--- config.mk ---
export PLATFORM = sky130hd
export DESIGN_NAME = multicycle_alu
export DESIGN_NICKNAME = d
export VERILOG_FILES = /design/src/rtl/alu_pkg.sv /design/src/rtl/alu_chunk.sv /design/src/rtl/fulladder.sv /design/src/rtl/multicycle_alu.sv
export SDC_FILE = /design/constraint.sdc
export NUM_CORES = 1
export LEC_CHECK = 0
export ABC_AREA = 1
export ABC_CLOCK_PERIOD_IN_PS = 7850
export CORE_ASPECT_RATIO = 0.9
export CORE_MARGIN = 2
export CORE_UTILIZATION = 28
export DETAILED_ROUTE_END_ITERATION = 8
export GPL_ROUTABILITY_DRIVEN = 0
export GPL_TIMING_DRIVEN = 0
export SYNTH_ARGS = -nofsm -noshare
export SYNTH_HDL_FRONTEND = slang
export SYNTH_SLANG_ARGS = --single-unit
--- constraint.sdc ---
create_clock -name clk -period 7.85 [get_ports clk]
set_input_delay 1.57 -clock clk [delete_from_list [all_inputs] [get_ports clk]]
set_output_delay 1.57 -clock clk [all_outputs]
set_load 0.01 [all_outputs]
--- src/rtl/alu_pkg.sv ---
// Shared definitions for the multi-cycle ALU: op codes, FSM states and the
// signed-overflow rule used when the final chunk is written.
package alu_pkg;

    localparam logic [2:0] OP_ADD  = 3'd0;
    localparam logic [2:0] OP_SUB  = 3'd1;
    localparam logic [2:0] OP_XOR  = 3'd2;
    localparam logic [2:0] OP_SLT  = 3'd3;
    localparam logic [2:0] OP_AND  = 3'd4;
    localparam logic [2:0] OP_NAND = 3'd5;
    localparam logic [2:0] OP_NOR  = 3'd6;
    localparam logic [2:0] OP_OR   = 3'd7;

    typedef enum logic [1:0] {
        S_IDLE = 2'd0,
        S_BUSY = 2'd1,
        S_DONE = 2'd2
    } state_e;

    // Operands of equal sign producing a sum of the opposite sign.
    function automatic logic signed_overflow(input logic a_msb,
                                             input logic b_msb,
                                             input logic sum_msb);
        return (a_msb == b_msb) && (sum_msb != a_msb);
    endfunction

endpackage

--- src/rtl/alu_chunk.sv ---
// Combinational CHUNK-bit ALU slice: a ripple adder of full adders plus the
// bitwise ops. b_k_i is already inverted for SUB/SLT by the caller.
module alu_chunk
    import alu_pkg::*;
#(
    parameter int CHUNK = 8
) (
    input  logic [CHUNK-1:0] a_k_i,
    input  logic [CHUNK-1:0] b_k_i,
    input  logic             cin_i,
    input  logic [2:0]       op_i,
    output logic [CHUNK-1:0] out_k_o,
    output logic             cout_o,
    output logic             sum_msb_o
);

    logic [CHUNK:0]   carry;
    logic [CHUNK-1:0] sum;

    assign carry[0] = cin_i;

    for (genvar i = 0; i < CHUNK; i++) begin : g_fa
        fulladder u_fa (
            .a_i    (a_k_i[i]),
            .b_i    (b_k_i[i]),
            .cin_i  (carry[i]),
            .sum_o  (sum[i]),
            .cout_o (carry[i+1])
        );
    end

    assign cout_o    = carry[CHUNK];
    assign sum_msb_o = sum[CHUNK-1];

    // NOTE: every output of a combinational block needs a value on every path,
    // otherwise synthesis infers a latch; the default arm guarantees that here.
    always_comb begin
        unique case (op_i)
            OP_ADD, OP_SUB, OP_SLT: out_k_o = sum;
            OP_XOR:                 out_k_o = a_k_i ^ b_k_i;
            OP_AND:                 out_k_o = a_k_i & b_k_i;
            OP_NAND:                out_k_o = ~(a_k_i & b_k_i);
            OP_NOR:                 out_k_o = ~(a_k_i | b_k_i);
            default:                out_k_o = a_k_i | b_k_i;
        endcase
    end

endmodule

--- src/rtl/fulladder.sv ---
// One-bit full adder, the building block of the chunk add path.
module fulladder (
    input  logic a_i,
    input  logic b_i,
    input  logic cin_i,
    output logic sum_o,
    output logic cout_o
);

    assign sum_o  = a_i ^ b_i ^ cin_i;
    assign cout_o = (a_i & b_i) | (cin_i & (a_i ^ b_i));

endmodule

--- src/rtl/multicycle_alu.sv ---
// Multi-cycle ALU: processes CHUNK bits per clock from the LSB upwards with a
// registered carry, behind valid/ready handshakes on both sides.
module multicycle_alu
    import alu_pkg::*;
#(
    parameter int WIDTH = 32,
    parameter int CHUNK = 8
) (
    input  logic             clk,
    input  logic             reset,
    input  logic             in_valid,
    output logic             in_ready,
    input  logic [2:0]       op,
    input  logic [WIDTH-1:0] a,
    input  logic [WIDTH-1:0] b,
    output logic             out_valid,
    input  logic             out_ready,
    output logic [WIDTH-1:0] result,
    output logic             carryout,
    output logic             overflow,
    output logic             zero
);

    localparam int NCHUNK = WIDTH / CHUNK;
    localparam int CW     = (NCHUNK > 1) ? $clog2(NCHUNK) : 1;
    localparam logic [CW-1:0]    LAST_CHUNK = CW'(NCHUNK - 1);
    localparam logic [WIDTH-1:0] CHUNK_MASK = WIDTH'({CHUNK{1'b1}});

    state_e           state_q;
    logic [CW-1:0]    cnt_q;
    logic [WIDTH-1:0] a_q, b_q, result_q;
    logic [2:0]       op_q;
    logic             carry_q, carryout_q, overflow_q, zero_q;

    logic             sub_in, accept;
    int unsigned      base;
    logic [CHUNK-1:0] a_k, b_k, out_k;
    logic             cout_k, sum_msb;
    logic [WIDTH-1:0] result_d, final_d;
    logic             ovf_d, carryout_d, overflow_d, zero_d;

    assign in_ready  = (state_q == S_IDLE) && !reset;
    assign out_valid = (state_q == S_DONE);
    assign accept    = in_valid && in_ready;
    assign sub_in    = (op == OP_SUB) || (op == OP_SLT);

    assign result   = result_q;
    assign carryout = carryout_q;
    assign overflow = overflow_q;
    assign zero     = zero_q;

    always_comb begin
        base = int'(cnt_q) * CHUNK;
        a_k  = CHUNK'(a_q >> base);
        b_k  = CHUNK'(b_q >> base);
    end

    alu_chunk #(.CHUNK(CHUNK)) u_chunk (
        .a_k_i     (a_k),
        .b_k_i     (b_k),
        .cin_i     (carry_q),
        .op_i      (op_q),
        .out_k_o   (out_k),
        .cout_o    (cout_k),
        .sum_msb_o (sum_msb)
    );

    // Merge chunk k into the result; flags only matter on the last chunk.
    always_comb begin
        result_d   = (result_q & ~(CHUNK_MASK << base)) | (WIDTH'(out_k) << base);
        ovf_d      = signed_overflow(a_q[WIDTH-1], b_q[WIDTH-1], sum_msb);
        final_d    = result_d;
        carryout_d = 1'b0;
        overflow_d = 1'b0;
        unique case (op_q)
            OP_ADD, OP_SUB: begin
                carryout_d = cout_k;
                overflow_d = ovf_d;
            end
            OP_SLT:  final_d = WIDTH'(sum_msb ^ ovf_d);
            default: ;
        endcase
        zero_d = (final_d == '0);
    end

    // NOTE: sequential state is always assigned with <= so every register
    // samples the pre-edge values, independent of statement order.
    always_ff @(posedge clk) begin
        if (reset) begin
            state_q    <= S_IDLE;
            cnt_q      <= '0;
            carry_q    <= 1'b0;
            result_q   <= '0;
            carryout_q <= 1'b0;
            overflow_q <= 1'b0;
            zero_q     <= 1'b0;
        end else begin
            unique case (state_q)
                S_IDLE: begin
                    if (accept) begin
                        cnt_q   <= '0;
                        carry_q <= sub_in;
                        state_q <= S_BUSY;
                    end
                end
                S_BUSY: begin
                    carry_q <= cout_k;
                    cnt_q   <= cnt_q + 1'b1;
                    if (cnt_q == LAST_CHUNK) begin
                        result_q   <= final_d;
                        carryout_q <= carryout_d;
                        overflow_q <= overflow_d;
                        zero_q     <= zero_d;
                        state_q    <= S_DONE;
                    end else begin
                        result_q <= result_d;
                    end
                end
                S_DONE: begin
                    if (out_ready) state_q <= S_IDLE;
                end
                default: state_q <= S_IDLE;
            endcase
        end
    end

    // NOTE: operand registers are pure datapath, loaded on acceptance and
    // never read outside BUSY, so they carry no reset.
    always_ff @(posedge clk) begin
        if (accept) begin
            a_q  <= a;
            b_q  <= b ^ {WIDTH{sub_in}};
            op_q <= op;
        end
    end

endmodule
==> results.py, run 1 <==
metrics = {
    "status": {
        "status": "finished, final reports clean",
    },
    "layout": {
        "fin_nets": 954,
        "multi_input_area_sq_um": 2759,
        "seq_area_sq_um": 2813,
        "layout_common_cells": "281 x nand2_1, 107 x clkdlybuf4s50_1, 67 x edfxtp_1",
        "diodes": 0,
        "mostFrequentLayoutCell": "nand2_1",
        "post-route-util_pct": 36.97,
        "fin_cells": 1146,
        "area_growth_pct": 29.20,
        "nFillCells": 2161,
        "drive_above_1_share_pct": 3.256,
    },
    "detailed_routing": {
        "via_count": 5266,
        "drt_wl_total_um": 16350,
        "drtAntennaViolNets": 0,
        "wire_per_inst_um": 14.27,
        "remaining_drc_errors": 0,
        "viasPerCell": 4.595,
        "initialDrtViolationCount": 356,
        "first_pass_iters": 5,
    },
    "sta": {
        "maxSlewViolCount": 0,
        "fmax_mhz": 139.7,
        "layout_setup_ws_ps": 694.1,
        "tns_ps": 0,
        "setup_viol_count_final": 0,
        "hold_viol": 0,
        "maxSlewHeadroom_pct": 51.53,
        "worst_pin_slew_ps": 724.3,
        "period_needed_ps": 7156,
        "fin_skew_ps": 10.60,
        "rsz0062_at_grt": "no",
        "post-route-period-util_pct": 91.16,
    },
    "floorplan": {
        "dieArea_sq_um": 22470,
        "num_rows": 50,
        "ios": 108,
        "initial_core_util_pct": 28.61,
        "die_y_um": 142.4,
        "coreArea_sq_um": 20830,
        "die_width_um": 157.8,
    },
    "clock_tree": {
        "root_buffer": "clkbuf_16",
        "post_cts_resized": 0,
        "cts.sinks": 107,
        "cts_tree": "yes",
        "clk_pin_slew_ps": 80,
        "clkLatencyLatePin_ps": 360,
        "clockBufferDepth": 2,
        "postCtsHoldBufs": 0,
        "htreeDepth": 3,
        "post_cts_buffers": 0,
        "cts_buffers": 9,
    },
    "pwr": {
        "clkPwrFrac_pct": 30.0,
        "max-vdd-ir-drop_mv": 0.1072,
        "finalPower_uw": 1488,
        "p_seq_share_pct": 43.3,
        "power_density_nw_per_um2": 193.2,
        "pwr-share-comb_pct": 26.7,
        "power.switching_uw": 484.0,
        "total_leakage_power_uw": 0.003156,
        "switching_share_pct": 32.52,
        "p_int_uw": 1004,
    },
    "placed_design": {
        "place_inst": 1130,
        "dp_worst_setup_slack_ps": 682.7,
        "port_buffers": 107,
        "hpwl_um": 12480,
    },
    "synth": {
        "seq_area_frac_synth_pct": 47.19,
        "synth_top_area_share_pct": 33.75,
        "muxShareOfSynthArea_pct": 0,
        "synth_area_sq_um": 5961,
        "synth-adder-area-share_pct": 6.885,
        "synth.avg_cell_area_sq_um": 8.099,
        "synthSimpleGateAreaFrac_pct": 26.99,
        "synth_compound_area_share_pct": 7.704,
        "yosys_warnings": 0,
        "netlist_instances": 736,
        "synth.area.top_cells": "edfxtp_1 34%, nand2_1 18%, dfxtp_1 13%, xor2_1 4.7%, a21oi_1 4.6%",
        "synth_cell_types": 26,
        "synth_top_family_by_area": "simple AND/OR/NAND/NOR gates",
        "yosysTopAreaCell": "edfxtp_1",
        "synth_seq_cells": 107,
        "synth_nets": 835,
        "synth_xor_area_share_pct": 4.702,
    },
    "setup_path": {
        "critPathLaunchType": "flip-flop",
        "crit_fanout": 10,
        "endpoint_kind": "flip-flop",
        "cpMostUsedCell": "fa_1",
        "cpPeakStageDelay_ps": 580,
        "required_ps": 8140,
        "criticalPathCategory": "flip-flop to flip-flop",
        "cp_slowest_cell": "fa_1",
        "cp_data_arrival_time_ps": 7450,
    },
    "hold_path": {
        "hp-class": "flip-flop to flip-flop",
    },
    "global_route": {
        "antenna_found_initial": 0,
        "groute.usage.overall_pct": 15.25,
        "grt_pass1_wl_um": 26520,
        "grt_max_degree": 47,
        "gr-total-overflow": 0,
        "first_global_vias": 5025,
    },
    "job": {
        "cap_violations": 0,
    },
}
layout make-up:
type,instances,share of cell area (%)
Buffer,37,1.982
Clock buffer,10,2.973
Clock inverter,6,0.8123
Inverter,63,3.071
Multi-Input combinational cell,529,35.82
Sequential cell,107,36.52
Tap cell,286,4.647
Timing Repair Buffer,108,14.17
worst paths after layout:
| kind | from | endpoint | slack (ps) | cells after the start |
|---|---|---|---|---|
| setup / recovery | cnt_q[0] | zero | 690 | 29 |
| hold / removal | carryout | carryout | 470 | 2 |
| setup reg to reg | cnt_q[0] | zero | 690 | 29 |
| hold reg to reg | carryout | carryout | 470 | 2 |
metrics by stage:
step | cell area [sq um] | hold WS, ps
6_report | 7701 | 474.4
3_3_place_gp | 7390 | 457.0
2_1_floorplan | 5961 | 453.3
3_5_place_dp | 7410 | 466.7
5_1_grt | 7701 | 501.3
4_1_cts | 7701 | 482.3
synth_stat cells, drive strengths merged:
cell,n
a21oi,55
a22oi,1
a31oi,1
a32oi,16
buf,8
clkbuf,29
clkinv,2
dfxtp,40
edfxtp,67
fa,8
ha,20
inv,61
nand2,282
nand3,25
nand4,36
nor2,44
nor3,3
o21ai,6
xor2,32
worst max-delay path, delay by kind of cell (launching register included):
family,cells,cell delay [ps]
AOI/OAI and AO/OA,2,480
adders and majority gates,8,3450
buffers and inverters,6,1320
DFF,1,520
and+or+nand+nor,13,1300
power groups by stage:
stage	logic (uW)	registers (uW)	clock network, uW
2_1_floorplan	248	658	0
4_1_cts	396	645	458
3_5_place_dp	394	658	0
3_3_place_gp	387	659	0
5_1_grt	453	648	476
6_report	397	645	446
state kept, by name, summed over array words and instances, names as in the netlist:
signal,flops
state_q,2
carryout,1
zero,1
carry_q,1
overflow,1
a_q,32
op_q,3
b_q,32
result,32
cnt_q,2
cell families after synthesis:
logic type / count (synthesis)
XOR/XNOR: 32
AND/OR/NAND/NOR: 390
flip-flops: 107
buffers and inverters: 100
adder cells (fa/ha/maj): 28
AO/OA/AOI/OAI: 79
metal layers:
layer | vias up | global-route usage (%) | share of wire (%)
met3 | 19 | 3.441 | 6.1
met2 | 173 | 23.59 | 44
met5 | - | 0 | 0
li1 | 2665 | - | -
met1 | 2409 | 21.50 | 48
met4 | 0 | 3.876 | 1.7
(Power assumes the default switching activity.)
==> run 2: changes to the inputs <==
ABC_AREA = default   (was 1)
CORE_MARGIN = default   (was 2)
==> run 2 against run 1 <==
  * Routed wire length shrank 16%
  * Sequential power shrank 2%
  * Via count shrank 23%
  * Final area shrank 6.2%
  * Critical path depth shrank 9
  * Clock-buffer cell count is the same
  * Flip-flop and latch count is the same
  * Synthesized cell count shrank 38%
  * Final cell count shrank 28%
  * First-iteration DRC count shrank 31%
  * Die area shrank 9.4%
  * Largest power group unchanged
  * Highest routed layer unchanged
==> results.py, run 2 <==
metrics = {
    "floorplan": {
        "initial_core_util_pct": 28.74,
        "dieArea_sq_um": 20360,
        "die_width_um": 150.3,
        "die_y_um": 135.5,
        "coreArea_sq_um": 19280,
        "ios": 108,
        "num_rows": 48,
    },
    "synth": {
        "yosysMostFrequentCell": "edfxtp_1",
        "synthFlopType": "edfxtp_1",
        "synth_top_area_share_pct": 36.31,
        "netlist_instances": 457,
        "synth_seq_cells": 107,
        "yosysTopAreaCell": "edfxtp_1",
        "synth_cell_types": 54,
        "async_flop_share_pct": 0,
        "synth_area_sq_um": 5542,
        "synth_top_cells_by_count": "67 x edfxtp_1, 40 x dfxtp_1, 39 x nor2_1, 32 x xnor2_1, 30 x a22oi_1",
        "synth_nets": 556,
        "yosys_warnings": 0,
        "synth.avg_cell_area_sq_um": 12.13,
        "synth-edff-count": 67,
        "synth.area.top_cells": "edfxtp_1 36%, dfxtp_1 14%, mux4_2 6.5%, xnor2_1 5.1%, ha_1 4.5%",
        "seq_area_frac_synth_pct": 50.76,
    },
    "sta": {
        "rsz0062_at_grt": "no",
        "period_needed_ps": 6763,
        "worst_pin_slew_ps": 838.7,
        "fmax_mhz": 147.9,
        "tns_ps": 0,
        "setup_viol_count_final": 0,
        "hold_viol": 0,
        "post-route-period-util_pct": 86.15,
        "maxSlewHeadroom_pct": 44.09,
        "fin_skew_ps": 10.94,
        "layout_setup_ws_ps": 1087,
        "maxSlewViolCount": 0,
        "whs_ps": 493.3,
    },
    "hold_path": {
        "min-delay-start": "state_q[1]",
        "hp-class": "flip-flop to flip-flop",
    },
    "setup_path": {
        "cp_data_arrival_time_ps": 7020,
        "required_ps": 8110,
        "cpMostUsedCell": "fa_1",
        "crit_path_cell_trace": "buf_4 > clkbuf_1 > mux4_2 > inv_1 > fa_1 > fa_1 > fa_1 > fa_1 > fa_1 > inv_1 > fa_1 > inv_1 > fa_1 > fa_1 > and2b_1 > a211oi_1 > a31o_2 > o32ai_1 > a22oi_1 > o41ai_2",
        "startpoint": "cnt_q[1]",
        "criticalPathCategory": "flip-flop to flip-flop",
        "timing.rr.start": "cnt_q[1]",
        "critPathLaunchType": "flip-flop",
        "cp_slowest_cell": "clkbuf_1",
        "endpoint_kind": "flip-flop",
        "cpPeakStageDelay_ps": 650,
        "crit_fanout": 10,
    },
    "detailed_routing": {
        "viasPerCell": 4.882,
        "remaining_drc_errors": 0,
        "drt_wl_total_um": 13710,
        "first_pass_iters": 5,
        "initialDrtViolationCount": 244,
        "via_count": 4052,
        "wire_per_inst_um": 16.52,
        "drtAntennaViolNets": 0,
    },
    "clock_tree": {
        "cts.sinks": 107,
        "cts_tree": "yes",
        "post_cts_resized": 0,
        "postCtsHoldBufs": 0,
        "clockBufferDepth": 2,
        "htreeDepth": 3,
        "post_cts_buffers": 0,
        "root_buffer": "clkbuf_16",
        "clk_pin_slew_ps": 70,
        "cts_buffers": 9,
        "clkLatencyLatePin_ps": 350,
    },
    "layout": {
        "fin_nets": 674,
        "post-route-util_pct": 37.48,
        "layout_common_cells": "106 x clkdlybuf4s50_1, 67 x edfxtp_1, 40 x dfxtp_1",
        "area_growth_pct": 30.39,
        "diodes": 0,
        "mostFrequentLayoutCell": "clkdlybuf4s50_1",
        "nFillCells": 1870,
        "drive_above_1_share_pct": 10.52,
    },
    "global_route": {
        "first_global_vias": 4193,
        "groute.usage.overall_pct": 14.27,
        "grt_pass1_wl_um": 21970,
        "grt_max_degree": 38,
        "gr-total-overflow": 0,
        "antenna_found_initial": 0,
    },
    "status": {
        "status": "finished, final reports clean",
    },
    "pwr": {
        "total_leakage_power_uw": 0.002519,
        "max-vdd-ir-drop_mv": 0.1093,
        "power_density_nw_per_um2": 189.3,
    },
    "placed_design": {
        "hpwl_um": 10360,
        "dp_worst_setup_slack_ps": 1033,
        "port_buffers": 106,
    },
    "job": {
        "cap_violations": 0,
    },
}
[run 2: changes by cell type after synthesis, sizes merged, moves of 15 or more]
cell,change
nand2,-270
a21oi,-41
nand4,-35
inv,-33
xnor2,+32
xor2,-32
a22oi,+29
clkbuf,-18
mux4,+16
nand3,-15
[run 2: routing by layer]
metal  wire length, um  vias to the layer above  track usage [%]  share of wire [%]
li1                  -                     1939                -                  -
met1              6335                     1975            19.00                 46
met2              6498                      124            23.12                 47
met3               710                       14            3.165                5.2
met4               166                        0            4.153                1.2
met5                 0                        -                0                  0
[run 2: logic make-up after synthesis]
family,after synthesis,share of synthesized area (%)
compound gates,95,13.14
xor+xnor,32,5.058
fa+ha+maj,28,7.406
buf+inv,57,5.103
flops,107,50.76
mux,27,8.512
simple gates,111,10.02
[run 2: cell type report]
cell class              count  area (sq um)  share of cell area, %
flip-flops and latches    107          2813                  38.93
clock buffers              10         239.0                  3.307
inverters                  29         108.9                  1.506
clock inverters             6         51.30                 0.7100
repair buffers            107          1081                  14.96
multi-input cells         293          2446                  33.85
well taps                 250         312.8                  4.329
plain buffers              28         173.9                  2.407
[run 2: report_power, final]
part / total, uW / switching [uW] / leakage (uW) / internal [uW]
Clock: 446 / 205 / 0.000148 / 240
Combinational: 286 / 152 / 0.00143 / 135
Sequential: 635 / 10.5 / 0.000944 / 625
Total: 1370 / 368 / 0.00252 / 1000
[run 2: final timing paths]
| kind | to | cells past startpoint | slack [ps] |
|---|---|---|---|
| max | zero | 20 | 1090 |
| min reg2reg | state_q[0] | 1 | 490 |
| min | state_q[0] | 1 | 490 |
| max reg2reg | zero | 20 | 1090 |
[run 2: critical path, delay by kind of cell (launching register included)]
kind                       cells  cell delay, ps
adders and majority gates      8            3490
DFF                            1             370
AOI/OAI and AO/OA              5            1140
and+or+nand+nor                1             170
buffers and inverters          5            1080
muxes                          1             400
[run 2: per-stage QoR]
stage          std cells  power, uW  instance area [sq um]
6_report             830       1368                   7226
5_1_grt              830       1430                   7226
4_1_cts              830       1382                   7226
3_5_place_dp         814      935.3                   6935
3_3_place_gp         813      926.4                   6915
2_1_floorplan        457      823.3                   5542
